`src/rtl/sram_arb_pkg.sv`:
```
// Shared helpers for the SRAM arbiter slice.
//   addr_width(): address width for a given SRAM depth (at least 1 bit).
//   idx_width():  width of a port index for a given port count (at least 1 bit).
package sram_arb_pkg;

  function automatic int unsigned addr_width(input int unsigned num_words);
    return (num_words > 1) ? $clog2(num_words) : 1;
  endfunction

  function automatic int unsigned idx_width(input int unsigned num_ports);
    return (num_ports > 1) ? $clog2(num_ports) : 1;
  endfunction

endpackage

```
`src/rtl/sram_arb_rr.sv`:
```
// Round-robin pick: grants the first requesting port at or after rr_i,
// wrapping from NUM_PORTS-1 back to 0.
// Ports:
//   req_i  in  NUM_PORTS  request vector
//   rr_i   in  IDX_W      current round-robin pointer
//   gnt_o  out NUM_PORTS  one-hot grant (all zero when req_i is zero)
//   idx_o  out IDX_W      index of the granted port (0 when idle)
module sram_arb_rr
  import sram_arb_pkg::*;
#(
  parameter int unsigned NUM_PORTS = 2,
  parameter int unsigned IDX_W     = idx_width(NUM_PORTS)
) (
  input  logic [NUM_PORTS-1:0] req_i,
  input  logic [IDX_W-1:0]     rr_i,
  output logic [NUM_PORTS-1:0] gnt_o,
  output logic [IDX_W-1:0]     idx_o
);

  // NOTE: every output and local of this always_comb gets a default before
  // the loop, so no path leaves a value held and no latch is inferred.
  always_comb begin
    logic        found;
    int unsigned cand;
    gnt_o = '0;
    idx_o = '0;
    found = 1'b0;
    cand  = 0;
    for (int unsigned i = 0; i < NUM_PORTS; i++) begin
      cand = int'(rr_i) + i;
      if (cand >= NUM_PORTS) cand = cand - NUM_PORTS;
      if (!found && req_i[cand]) begin
        found       = 1'b1;
        gnt_o[cand] = 1'b1;
        idx_o       = IDX_W'(cand);
      end
    end
  end

endmodule

```
`src/rtl/sram_arbiter.sv`:
```
// Round-robin arbiter sharing one single-port SRAM (1-cycle read latency,
// bit-granular write enables) among NUM_PORTS requesters.
// Optional feature macro: SRAM_ARB_STALL_CNT_EN adds per-port saturating
// stall counters on stall_cnt_o.
// Ports:
//   clk_i, rst_ni                  clock, asynchronous active-low reset
//   req_i/we_i/addr_i/wdata_i/be_i per-port request fields (flattened, port k
//                                  at slice [k*W +: W])
//   gnt_o                          same-cycle one-hot grant
//   rvalid_o                       read response strobe, routed to issuing port
//   rdata_o                        shared read data (pass-through of sram_rdata_i)
//   sram_*                         SRAM macro interface
//   stall_cnt_o                    per-port stall counters (macro only)
module sram_arbiter
  import sram_arb_pkg::*;
#(
  parameter int unsigned NUM_PORTS  = 2,
  parameter int unsigned DATA_WIDTH = 64,
  parameter int unsigned NUM_WORDS  = 1024,
  parameter int unsigned CNT_WIDTH  = 16,
  parameter int unsigned ADDR_WIDTH = addr_width(NUM_WORDS)
) (
  input  logic                             clk_i,
  input  logic                             rst_ni,
  input  logic [NUM_PORTS-1:0]             req_i,
  input  logic [NUM_PORTS-1:0]             we_i,
  input  logic [NUM_PORTS*ADDR_WIDTH-1:0]  addr_i,
  input  logic [NUM_PORTS*DATA_WIDTH-1:0]  wdata_i,
  input  logic [NUM_PORTS*DATA_WIDTH-1:0]  be_i,
  output logic [NUM_PORTS-1:0]             gnt_o,
  output logic [NUM_PORTS-1:0]             rvalid_o,
  output logic [DATA_WIDTH-1:0]            rdata_o,
  output logic                             sram_req_o,
  output logic                             sram_we_o,
  output logic [ADDR_WIDTH-1:0]            sram_addr_o,
  output logic [DATA_WIDTH-1:0]            sram_wdata_o,
  output logic [DATA_WIDTH-1:0]            sram_be_o,
  input  logic [DATA_WIDTH-1:0]            sram_rdata_i
`ifdef SRAM_ARB_STALL_CNT_EN
  ,
  output logic [NUM_PORTS*CNT_WIDTH-1:0]   stall_cnt_o
`endif
);

  localparam int unsigned IDX_W = idx_width(NUM_PORTS);

  typedef struct packed {
    logic                  we;
    logic [ADDR_WIDTH-1:0] addr;
    logic [DATA_WIDTH-1:0] wdata;
    logic [DATA_WIDTH-1:0] be;
  } req_t;

  logic [IDX_W-1:0] rr_q;
  logic [IDX_W-1:0] gnt_idx;
  logic [NUM_PORTS-1:0] gnt;
  req_t             port_req [NUM_PORTS];
  req_t             sel_req;
  logic             rd_pend_q;
  logic [IDX_W-1:0] rd_idx_q;

  sram_arb_rr #(
    .NUM_PORTS (NUM_PORTS),
    .IDX_W     (IDX_W)
  ) u_rr (
    .req_i (req_i),
    .rr_i  (rr_q),
    .gnt_o (gnt),
    .idx_o (gnt_idx)
  );

  assign gnt_o = gnt;

  for (genvar k = 0; k < NUM_PORTS; k++) begin : g_unpack
    assign port_req[k] = '{
      we:    we_i[k],
      addr:  addr_i[k*ADDR_WIDTH +: ADDR_WIDTH],
      wdata: wdata_i[k*DATA_WIDTH +: DATA_WIDTH],
      be:    be_i[k*DATA_WIDTH +: DATA_WIDTH]
    };
  end

  // Idle cycles drive all request fields to zero rather than holding the
  // last port's values, so the SRAM pins are quiet when nothing is granted.
  always_comb begin
    sel_req = '0;
    for (int unsigned k = 0; k < NUM_PORTS; k++) begin
      if (gnt[k]) sel_req = port_req[k];
    end
  end

  assign sram_req_o   = |gnt;
  assign sram_we_o    = sel_req.we;
  assign sram_addr_o  = sel_req.addr;
  assign sram_wdata_o = sel_req.wdata;
  assign sram_be_o    = sel_req.be;

  // Pointer moves just past the accepted port; with one port it stays 0
  // because the granted index and NUM_PORTS-1 are both 0.
  // NOTE: state registers use non-blocking assignments so every flop samples
  // the pre-edge values regardless of statement order.
  always_ff @(posedge clk_i or negedge rst_ni) begin
    if (!rst_ni) begin
      rr_q <= '0;
    end else if (|gnt) begin
      rr_q <= (gnt_idx == IDX_W'(NUM_PORTS - 1)) ? '0 : gnt_idx + IDX_W'(1);
    end
  end

  // One read can be outstanding per cycle; remember who issued it so the
  // response strobe reaches the right port one cycle later.
  always_ff @(posedge clk_i or negedge rst_ni) begin
    if (!rst_ni) begin
      rd_pend_q <= 1'b0;
      rd_idx_q  <= '0;
    end else begin
      rd_pend_q <= (|gnt) && !sel_req.we;
      rd_idx_q  <= gnt_idx;
    end
  end

  always_comb begin
    rvalid_o = '0;
    for (int unsigned k = 0; k < NUM_PORTS; k++) begin
      rvalid_o[k] = rd_pend_q && (rd_idx_q == IDX_W'(k));
    end
  end

  assign rdata_o = sram_rdata_i;

`ifdef SRAM_ARB_STALL_CNT_EN
  logic [CNT_WIDTH-1:0] stall_cnt_q [NUM_PORTS];

  // NOTE: this register array is reset explicitly because software reads it
  // as a statistic; a data-storage array would normally be left unreset.
  always_ff @(posedge clk_i or negedge rst_ni) begin
    if (!rst_ni) begin
      for (int unsigned k = 0; k < NUM_PORTS; k++) stall_cnt_q[k] <= '0;
    end else begin
      for (int unsigned k = 0; k < NUM_PORTS; k++) begin
        if (req_i[k] && !gnt[k] && (stall_cnt_q[k] != '1)) begin
          stall_cnt_q[k] <= stall_cnt_q[k] + CNT_WIDTH'(1);
        end
      end
    end
  end

  for (genvar k = 0; k < NUM_PORTS; k++) begin : g_stall_out
    assign stall_cnt_o[k*CNT_WIDTH +: CNT_WIDTH] = stall_cnt_q[k];
  end
`endif

endmodule

```
`config.mk`:
```
export PLATFORM = sky130hd
export DESIGN_NAME = sram_arbiter
export DESIGN_NICKNAME = d
export VERILOG_FILES = /design/src/rtl/sram_arb_pkg.sv /design/src/rtl/sram_arb_rr.sv /design/src/rtl/sram_arbiter.sv
export SDC_FILE = /design/constraint.sdc
export NUM_CORES = 1
export LEC_CHECK = 0
export ABC_AREA = 1
export CORE_AREA = 2 2 217 219
export CTS_BUF_LIST = sky130_fd_sc_hd__clkbuf_8
export CTS_CLUSTER_SIZE = 28
export DETAILED_ROUTE_END_ITERATION = 10
export DIE_AREA = 0 0 219 221
export GPL_ROUTABILITY_DRIVEN = 0
export PLACE_DENSITY_LB_ADDON = 0.12
export SYNTH_ARGS = -nofsm -noshare
export SYNTH_HDL_FRONTEND = slang
export SYNTH_SLANG_ARGS = --single-unit
export TNS_END_PERCENT = 10
```
`constraint.sdc`:
```
create_clock -name clk_i -period 3.4 [get_ports clk_i]
set_clock_uncertainty 0.05 [all_clocks]
set_input_delay 0.51 -clock clk_i [delete_from_list [all_inputs] [get_ports clk_i]]
set_output_delay 0.51 -clock clk_i [all_outputs]
set_load 0.1 [all_outputs]
```
==> impl_metrics.py, run 1 <==
metrics = {
    "routing": {
        "drt_iter0_drc": 97,
        "drtPass1Iterations": 4,
        "ant_nets": 0,
        "via_per_inst": 2.95,
        "drt-total-wl_um": 20500,
        "wire_per_inst_um": 13.8,
        "via_count": 4379,
        "post-route-drc-count": 0,
    },
    "logic_synthesis": {
        "yosys.area.top_type": "nand2_1",
        "yosys_register_bits": 3,
        "synthCells": 530,
        "postSynthAreaPerCell_um2": 4.47,
        "seq_area_frac_synth_pct": 3.17,
        "synth_top_area_share_pct": 66.3,
        "synth_nets": 876,
        "ys_warn_count": 0,
        "syn_area_um2": 2370,
        "synth_area_leaders": "nand2_1 (66%), buf_4 (23%), buf_2 (4.0%)",
        "yosys.cell_types.count": 11,
    },
    "clock_network": {
        "numClockSinks": 3,
        "cts_buffer_depth": 2,
        "insertion_delay_ns": 0.22,
        "postCtsHoldBufs": 0,
        "numCtsBuffers": 3,
        "postCtsResizedCells": 0,
        "cts_root_buf": "clkbuf_8",
        "clk_pin_slew_ns": 0.03,
        "post_cts_buffers": 0,
        "cts_tree": "built",
        "htree_levels": 1,
    },
    "grt": {
        "grtUsageTotal_pct": 7.87,
        "grt_max_degree": 69,
        "grt_pass1_vias": 4572,
        "antenna_found_initial": 0,
        "grt_overflow_total": 0,
        "grt_pass1_wl_um": 28700,
    },
    "pwr": {
        "power_density_nw_per_um2": 379,
        "p_sw_mw": 1.94,
        "p_seq_share_pct": 1.4,
        "p_comb_share_pct": 95.4,
        "p_leak_nw": 3.79,
        "p_sw_share_pct": 61.4,
        "power_frac_clock_pct": 3.2,
        "ir_worst_vdd_uv": 145,
        "p_int_mw": 1.22,
    },
    "die": {
        "die-height_um": 221,
        "initial_core_util_pct": 5.14,
        "core_um2": 46100,
        "rows": 79,
        "fp.dieW_um": 219,
        "io_pins": 554,
        "die-area_um2": 48400,
    },
    "setup_path": {
        "critPathLaunchType": "input pin",
        "cp.arrival_ns": 2.32,
        "critPathKind": "in -> out",
        "end_kind": "output port",
        "required_ns": 2.84,
        "critPathMaxFanout": 26,
    },
    "final_layout": {
        "antennaDiodeCount": 0,
        "area_growth_pct": 253,
        "drive_above_1_share_pct": 18.5,
        "nets": 1225,
    },
    "timing": {
        "relSlewSlack_pct": 74.7,
        "finalSetupViolCount": 0,
        "clock.fmax_mhz": 347,
        "worst-slew-pin-transition_ns": 0.379,
        "period_share_pct": 84.8,
        "hold_viol": 0,
        "min_period_ns": 2.88,
        "fin_ws_ns": 0.516,
        "finalSetupTns_ns": 0,
        "drv_slew": 0,
        "grt_setup_unrepaired": "false",
    },
    "run_status": {
        "outcome": "complete, no violations",
    },
    "run": {
        "maxCapViolCount": 0,
    },
    "min_path": {
        "hp-class": "in -> async",
    },
    "placed_design": {
        "place_ws_ns": 0.502,
        "port_buffers": 425,
        "hpwl_um": 18100,
    },
}
==> worst max-delay path, cell delays in order <==
cell and delay [ns]:
clkdlybuf4s50_1 0.60, inv_1 0.13, o21ai_4 0.21, buf_12 0.20, buf_4 0.26, nand2_1 0.09, nand2_1 0.11, buf_12 0.18
==> path summary, 6_finish.rpt <==
check | startpoint | end | slack [ns] | depth (start not counted)
setup / recovery | req_i[1] | sram_be_o[57] | 0.52 | 8
max in group asynchronous | rst_ni | rd_idx_q | 2.67 | 1
hold reg to reg | rr_q | rr_q | 0.56 | 2
min in group clk_i | rr_q | rr_q | 0.56 | 2
hold / removal | rst_ni | rr_q | 0.45 | 1
setup reg to reg | rr_q | rd_pend_q | 2.38 | 4
==> layout by cell type, fill, tap and decap left out <==
cell	count
a21oi_4	1
buf_12	146
buf_4	11
clkbuf_8	3
clkdlybuf4s50_1	281
dfrtp_1	3
inv_1	7
nand2_1	418
nand3_1	3
nor2_1	2
o21ai_0	2
o21ai_4	1
==> power by group through the flow <==
stage | logic (mW) | clock network, mW | registers [mW]
2_1_floorplan | 2.06 | 0 | 0.0433
3_3_place_gp | 3.06 | 0 | 0.0453
3_5_place_dp | 3.05 | 0 | 0.0452
4_1_cts | 3.06 | 0.105 | 0.0447
5_1_grt | 3.13 | 0.111 | 0.0453
6_report | 3.02 | 0.103 | 0.0443
==> metrics by stage <==
step | hold slack (ns) | instances | utilization (%) | area [µm²] | power (mW)
global route | 0.461 | 1485 | 18.1 | 8350 | 3.28
CTS | 0.465 | 1485 | 18.1 | 8350 | 3.20
global placement | 0.563 | 1481 | 18.0 | 8310 | 3.11
detailed placement | 0.559 | 1481 | 18.0 | 8310 | 3.10
floorplan | 0.164 | 530 | - | 2370 | 2.10
finish | 0.450 | 1485 | 18.1 | 8350 | 3.17
==> registers in the layout (all words and copies together) (netlist names) <==
name and cells:
rd_pend_q 1, rd_idx_q 1, rr_q 1
==> routing by layer <==
layer	GRT usage, %	up-vias	wire (µm)
met1	7.06	1818	6400
li1	-	2193	-
met2	14.8	332	10100
met3	3.95	36	3220
met5	0	-	0
met4	3.18	0	780
==> cell usage after synthesis <==
cell type  number
clkbuf_1        2
a21oi_2         1
o21ai_2         1
nor2_1          2
buf_4          73
buf_2          19
dfrtp_1         3
nand3_1         3
nand2_1       418
o21ai_0         2
inv_1           6
==> cell type report <==
cell class                 count  area, µm²
clock inverter                 1       3.75
clock buffer                   3       41.3
inverter                       6       22.5
timing repair buffer         438       5820
multi-input combinational    427       1630
fill                        5247      37700
tap                          607        759
sequential                     3       75.1
==> kinds of logic after synthesis <==
kind of cell	Yosys count	synth area share (%)
DFF	3	3.17
buffers and inverters	100	28.4
AOI/OAI and AO/OA	4	1.16
and+or+nand+nor	423	67.2
(Power assumes the default switching activity.)
==> run 2: changes to the inputs <==
==> constraint.sdc (replaced) <==
create_clock -name clk_i -period 2.9 [get_ports clk_i]
set_clock_uncertainty 0.05 [all_clocks]
set_input_delay 0.435 -clock clk_i [delete_from_list [all_inputs] [get_ports clk_i]]
set_output_delay 0.435 -clock clk_i [all_outputs]
set_load 0.1 [all_outputs]
==> run 2 against run 1 <==
Cell area increased by 0.63%. First-iteration DRC count decreased by 23%. Routed wire length increased by 0.99%. Total power increased by 18%. Non-clock buffer count increased by 2. Sequential share of layout area about the same. Register-to-register slack got worse by 0.57 ns. Count of clock-buffer cells in the layout unchanged. Via count decreased by 0.66%. Critical path depth unchanged. Sequential cell count unchanged. Largest cell class unchanged. Highest routed layer unchanged.
==> impl_metrics.py, run 2 (synthesized netlist as in run 1, its figures left out) <==
metrics = {
    "timing": {
        "relSlewSlack_pct": 80.1,
        "hold_slack_ns": 0.379,
        "clock.fmax_mhz": 365,
        "hold_viol": 0,
        "min_period_ns": 2.74,
        "grt_setup_unrepaired": "false",
        "worst-slew-pin-transition_ns": 0.298,
        "drv_slew": 0,
        "finalSetupTns_ns": 0,
        "finalSetupViolCount": 0,
        "period_share_pct": 94.4,
    },
    "final_layout": {
        "finalNonFillerCells": 1487,
        "multi_input_area_um2": 1630,
        "drive_above_1_share_pct": 18.6,
        "fin_util_pct": 18.3,
        "regArea_um2": 75.1,
        "fillers": 5225,
        "reg_top3": "rd_idx_q (1), rd_pend_q (1), rr_q (1)",
        "area_growth_pct": 255,
        "nets": 1227,
        "final_common_cell": "nand2_1",
        "layout_common_cells": "nand2_1 (418), clkdlybuf4s50_1 (281), buf_12 (149)",
        "antennaDiodeCount": 0,
    },
    "setup_path": {
        "path_cells": "clkdlybuf4s50_1, inv_1, a21oi_4, buf_12, buf_12, nand2_1, nand2_1, buf_12",
        "cp_slowest_cell": "clkdlybuf4s50_1",
        "critPathKind": "in -> out",
        "critPathLaunchType": "input pin",
        "critPathMaxStageDelay_ns": 0.63,
        "cp_common_cell": "buf_12",
        "end_kind": "output port",
        "cp.arrival_ns": 2.25,
        "critPathMaxFanout": 23,
        "required_ns": 2.41,
    },
    "die": {
        "die-height_um": 221,
        "die-area_um2": 48400,
        "initial_core_util_pct": 5.14,
        "core_um2": 46100,
        "rows": 79,
        "io_pins": 554,
        "fp.dieW_um": 219,
    },
    "placed_design": {
        "dp_cells": 1483,
        "port_buffers": 425,
        "hpwl_um": 18500,
    },
    "grt": {
        "grt_pass1_wl_um": 28900,
        "grt_pass1_vias": 4498,
        "grt-busiest-layer": "met2",
        "grt_overflow_total": 0,
        "grtUsageMet3_pct": 3.79,
        "grt_util_met1_pct": 7.25,
        "grtUsageTotal_pct": 7.92,
        "grt_max_degree": 55,
        "met2_usage_pct": 15.1,
        "antenna_found_initial": 0,
    },
    "clock_network": {
        "insertion_delay_ns": 0.22,
        "cts_tree": "built",
        "cts_root_buf": "clkbuf_8",
        "htree_levels": 1,
        "clk_pin_slew_ns": 0.03,
        "postCtsHoldBufs": 0,
        "numClockSinks": 3,
        "cts_buffer_depth": 2,
        "post_cts_buffers": 0,
        "numCtsBuffers": 3,
        "postCtsResizedCells": 0,
    },
    "routing": {
        "post-route-drc-count": 0,
        "wire_per_inst_um": 13.9,
        "ant_nets": 0,
        "drtPass1Iterations": 4,
        "via_per_inst": 2.93,
        "drt_iter0_drc": 75,
        "via_count": 4350,
        "drt-total-wl_um": 20700,
    },
    "run": {
        "maxCapViolCount": 0,
    },
    "run_status": {
        "outcome": "complete, no violations",
    },
    "pwr": {
        "ir_worst_vdd_uv": 156,
        "power_density_nw_per_um2": 443,
        "p_leak_nw": 3.82,
        "totalPowerFinal_mw": 3.73,
    },
    "min_path": {
        "hp-class": "in -> async",
    },
}
run 2: cell count changes in the layout (fill, tap and decap cells not counted), sizes merged:
| cell | previous run | this run |
|---|---|---|
| buf | 157 | 159 |
run 2: worst paths after layout:
path	start	to	slack (ns)	cells past startpoint
min in group clk_i	rr_q	rr_q	0.59	2
max	req_i[0]	sram_be_o[47]	0.16	8
max reg2reg	rr_q	rd_pend_q	1.81	4
min	rst_ni	rr_q	0.38	1
min reg2reg	rr_q	rr_q	0.59	2
max in group asynchronous	rst_ni	rd_idx_q	2.24	1
run 2: layer usage:
metal / vias up / part of all wire [%]
met5: - / 0
met4: 0 / 2.7
met3: 32 / 14
met2: 314 / 51
met1: 1807 / 33
li1: 2197 / -
run 2: worst max-delay path, delay by kind of cell:
family                 cells  cell delay (ns)
AOI/OAI and AO/OA          1             0.20
and+or+nand+nor            2             0.21
buffers and inverters      5             1.36
run 2: power by group:
| part | switching, mW | internal, mW | total (mW) |
|---|---|---|---|
| Sequential | 0.00468 | 0.0475 | 0.0522 |
| Combinational | 2.25 | 1.31 | 3.55 |
| Clock | 0.0305 | 0.0904 | 0.121 |
| Total | 2.28 | 1.45 | 3.73 |
run 2: area by class of cell:
class	count	share of cell area [%]
Timing Repair Buffer	440	69.8
Multi-Input combinational cell	427	19.4
Tap cell	607	9.03
Sequential cell	3	0.893
Clock buffer	3	0.491
Inverter	6	0.268
Clock inverter	1	0.0446
run 2: stage by stage:
stage               setup WS, ns  cell area [µm²]
floorplan                  0.523             2370
global placement           0.124             8360
detailed placement         0.118             8360
CTS                        0.117             8410
global route              0.0818             8410
finish                     0.164             8410
==> run 3: changes to the inputs <==
==> constraint.sdc (replaced) <==
create_clock -name clk_i -period 3 [get_ports clk_i]
set_clock_uncertainty 0.05 [all_clocks]
set_input_delay 0.45 -clock clk_i [delete_from_list [all_inputs] [get_ports clk_i]]
set_output_delay 0.45 -clock clk_i [all_outputs]
set_load 0.1 [all_outputs]
==> run 3 against run 2 <==
First-iteration DRC count rose by 8.0%. Sequential cell count did not move. Count of clock-buffer cells in the layout did not move. Sequential power fell by 4.2%. Global-route usage fell by 0.23 points. Routed wire length fell by 2.5%. Total power fell by 3.5%. Combinational power fell by 3%. Via count fell by 0.94%. Largest cell class unchanged.
==> impl_metrics.py, run 3 (synthesized netlist as in run 1, its figures left out) <==
metrics = {
    "setup_path": {
        "reg2reg_to": "rd_pend_q",
        "crit_buf_inv": 5,
        "ff2ff_path_depth": 4,
        "end_kind": "output port",
        "path_cells": "clkdlybuf4s50_1, inv_1, o21ai_4, buf_12, buf_12, nand2_1, nand2_1, buf_12",
        "required_ns": 2.50,
        "cp_top_family": "buffers and inverters",
        "critPathMaxFanout": 42,
        "cp.arrival_ns": 2.32,
        "critPathKind": "in -> out",
        "cp_slowest_cell": "clkdlybuf4s50_1",
        "cp_common_cell": "buf_12",
        "r2r_start": "rr_q",
        "critPathMaxStageDelay_ns": 0.61,
        "critPathLaunchType": "input pin",
        "r2r_setup_slack_ns": 1.92,
    },
    "final_layout": {
        "drive_above_1_share_pct": 18.7,
        "final_common_cell": "nand2_1",
        "stdcell_area_um2": 8400,
        "nets": 1228,
        "area_growth_pct": 255,
        "reg_top3": "rd_idx_q (1), rd_pend_q (1), rr_q (1)",
        "layout_common_cells": "nand2_1 (418), clkdlybuf4s50_1 (281), buf_12 (148)",
        "antennaDiodeCount": 0,
        "fin_util_pct": 18.2,
    },
    "pwr": {
        "p_leak_nw": 3.82,
        "totalPowerFinal_mw": 3.60,
        "power_density_nw_per_um2": 428,
        "ir_worst_vdd_uv": 152,
    },
    "die": {
        "fp.dieW_um": 219,
        "initial_core_util_pct": 5.14,
        "rows": 79,
        "die-area_um2": 48400,
        "core_um2": 46100,
        "io_pins": 554,
        "die-height_um": 221,
    },
    "timing": {
        "relSlewSlack_pct": 80.1,
        "drv_slew": 0,
        "grt_setup_unrepaired": "false",
        "min_period_ns": 2.82,
        "finalSetupTns_ns": 0,
        "finalSetupViolCount": 0,
        "worst-slew-pin-transition_ns": 0.298,
        "clock.fmax_mhz": 355,
        "fin_ws_ns": 0.183,
        "period_share_pct": 93.9,
        "hold_viol": 0,
    },
    "clock_network": {
        "numCtsBuffers": 3,
        "numClockSinks": 3,
        "post_cts_buffers": 0,
        "clk_pin_slew_ns": 0.03,
        "cts_tree": "built",
        "postCtsHoldBufs": 0,
        "postCtsResizedCells": 0,
        "cts_buffer_depth": 2,
        "cts_root_buf": "clkbuf_8",
        "insertion_delay_ns": 0.21,
        "htree_levels": 1,
    },
    "placed_design": {
        "place_ws_ns": 0.142,
        "placed_area_um2": 8360,
        "hpwl_um": 17900,
        "port_buffers": 425,
    },
    "grt": {
        "grt_overflow_total": 0,
        "grt_pass1_wl_um": 28100,
        "grtUsageTotal_pct": 7.69,
        "grt_max_degree": 55,
        "antenna_found_initial": 0,
        "grt_pass1_vias": 4430,
    },
    "routing": {
        "wire_per_inst_um": 13.6,
        "ant_nets": 0,
        "drt_iter0_drc": 81,
        "drtPass1Iterations": 3,
        "post-route-drc-count": 0,
        "via_count": 4309,
        "via_per_inst": 2.90,
        "drt-total-wl_um": 20200,
    },
    "min_path": {
        "hp-class": "in -> async",
    },
    "run": {
        "maxCapViolCount": 0,
    },
    "run_status": {
        "outcome": "complete, no violations",
    },
}
[run 3: cell count changes in the layout (fill, tap and decap cells not counted)]
cell | previous run | this run
buf_4 | 10 | 12
buf_12 | 149 | 148
[run 3: how the worst max path moves through the flow]
stage | start | endpoint | slack, ns | cells past startpoint
6_report | req_i[1] | sram_be_o[19] | 0.18 | 8
5_1_grt | req_i[1] | sram_be_o[40] | 0.04 | 8
4_1_cts | req_i[1] | sram_be_o[19] | 0.14 | 8
3_5_place_dp | req_i[1] | sram_be_o[19] | 0.14 | 8
3_3_place_gp | req_i[1] | sram_be_o[19] | 0.14 | 8
2_1_floorplan | req_i[1] | sram_wdata_o[10] | 0.59 | 5
[run 3: power by group]
part / internal, mW / total (mW) / switching (mW)
sequential: 0.0459 / 0.0500 / 0.00411
combinational: 1.26 / 3.43 / 2.17
clock: 0.0871 / 0.113 / 0.0260
[run 3: routing by layer]
metal	routed length (µm)	up-vias	track usage [%]
met5	0	-	0
met4	379	0	1.77
met3	3060	28	3.86
met2	10400	316	15.0
met1	6310	1765	6.91
li1	-	2200	-
[run 3: final cells by class]
| class | count | area [µm²] |
|---|---|---|
| timing repair buffer | 441 | 5870 |
| clock inverter | 1 | 3.75 |
| tap | 607 | 759 |
| fill | 5214 | 37700 |
| sequential | 3 | 75.1 |
| multi-input combinational | 427 | 1630 |
| clock buffer | 3 | 41.3 |
| inverter | 6 | 22.5 |
[run 3: per-stage QoR]
stage / hold WS, ns / instances
global route: 0.407 / 1488
finish: 0.392 / 1488
CTS: 0.404 / 1488
floorplan: 0.104 / 530
detailed placement: 0.558 / 1484
global placement: 0.566 / 1484
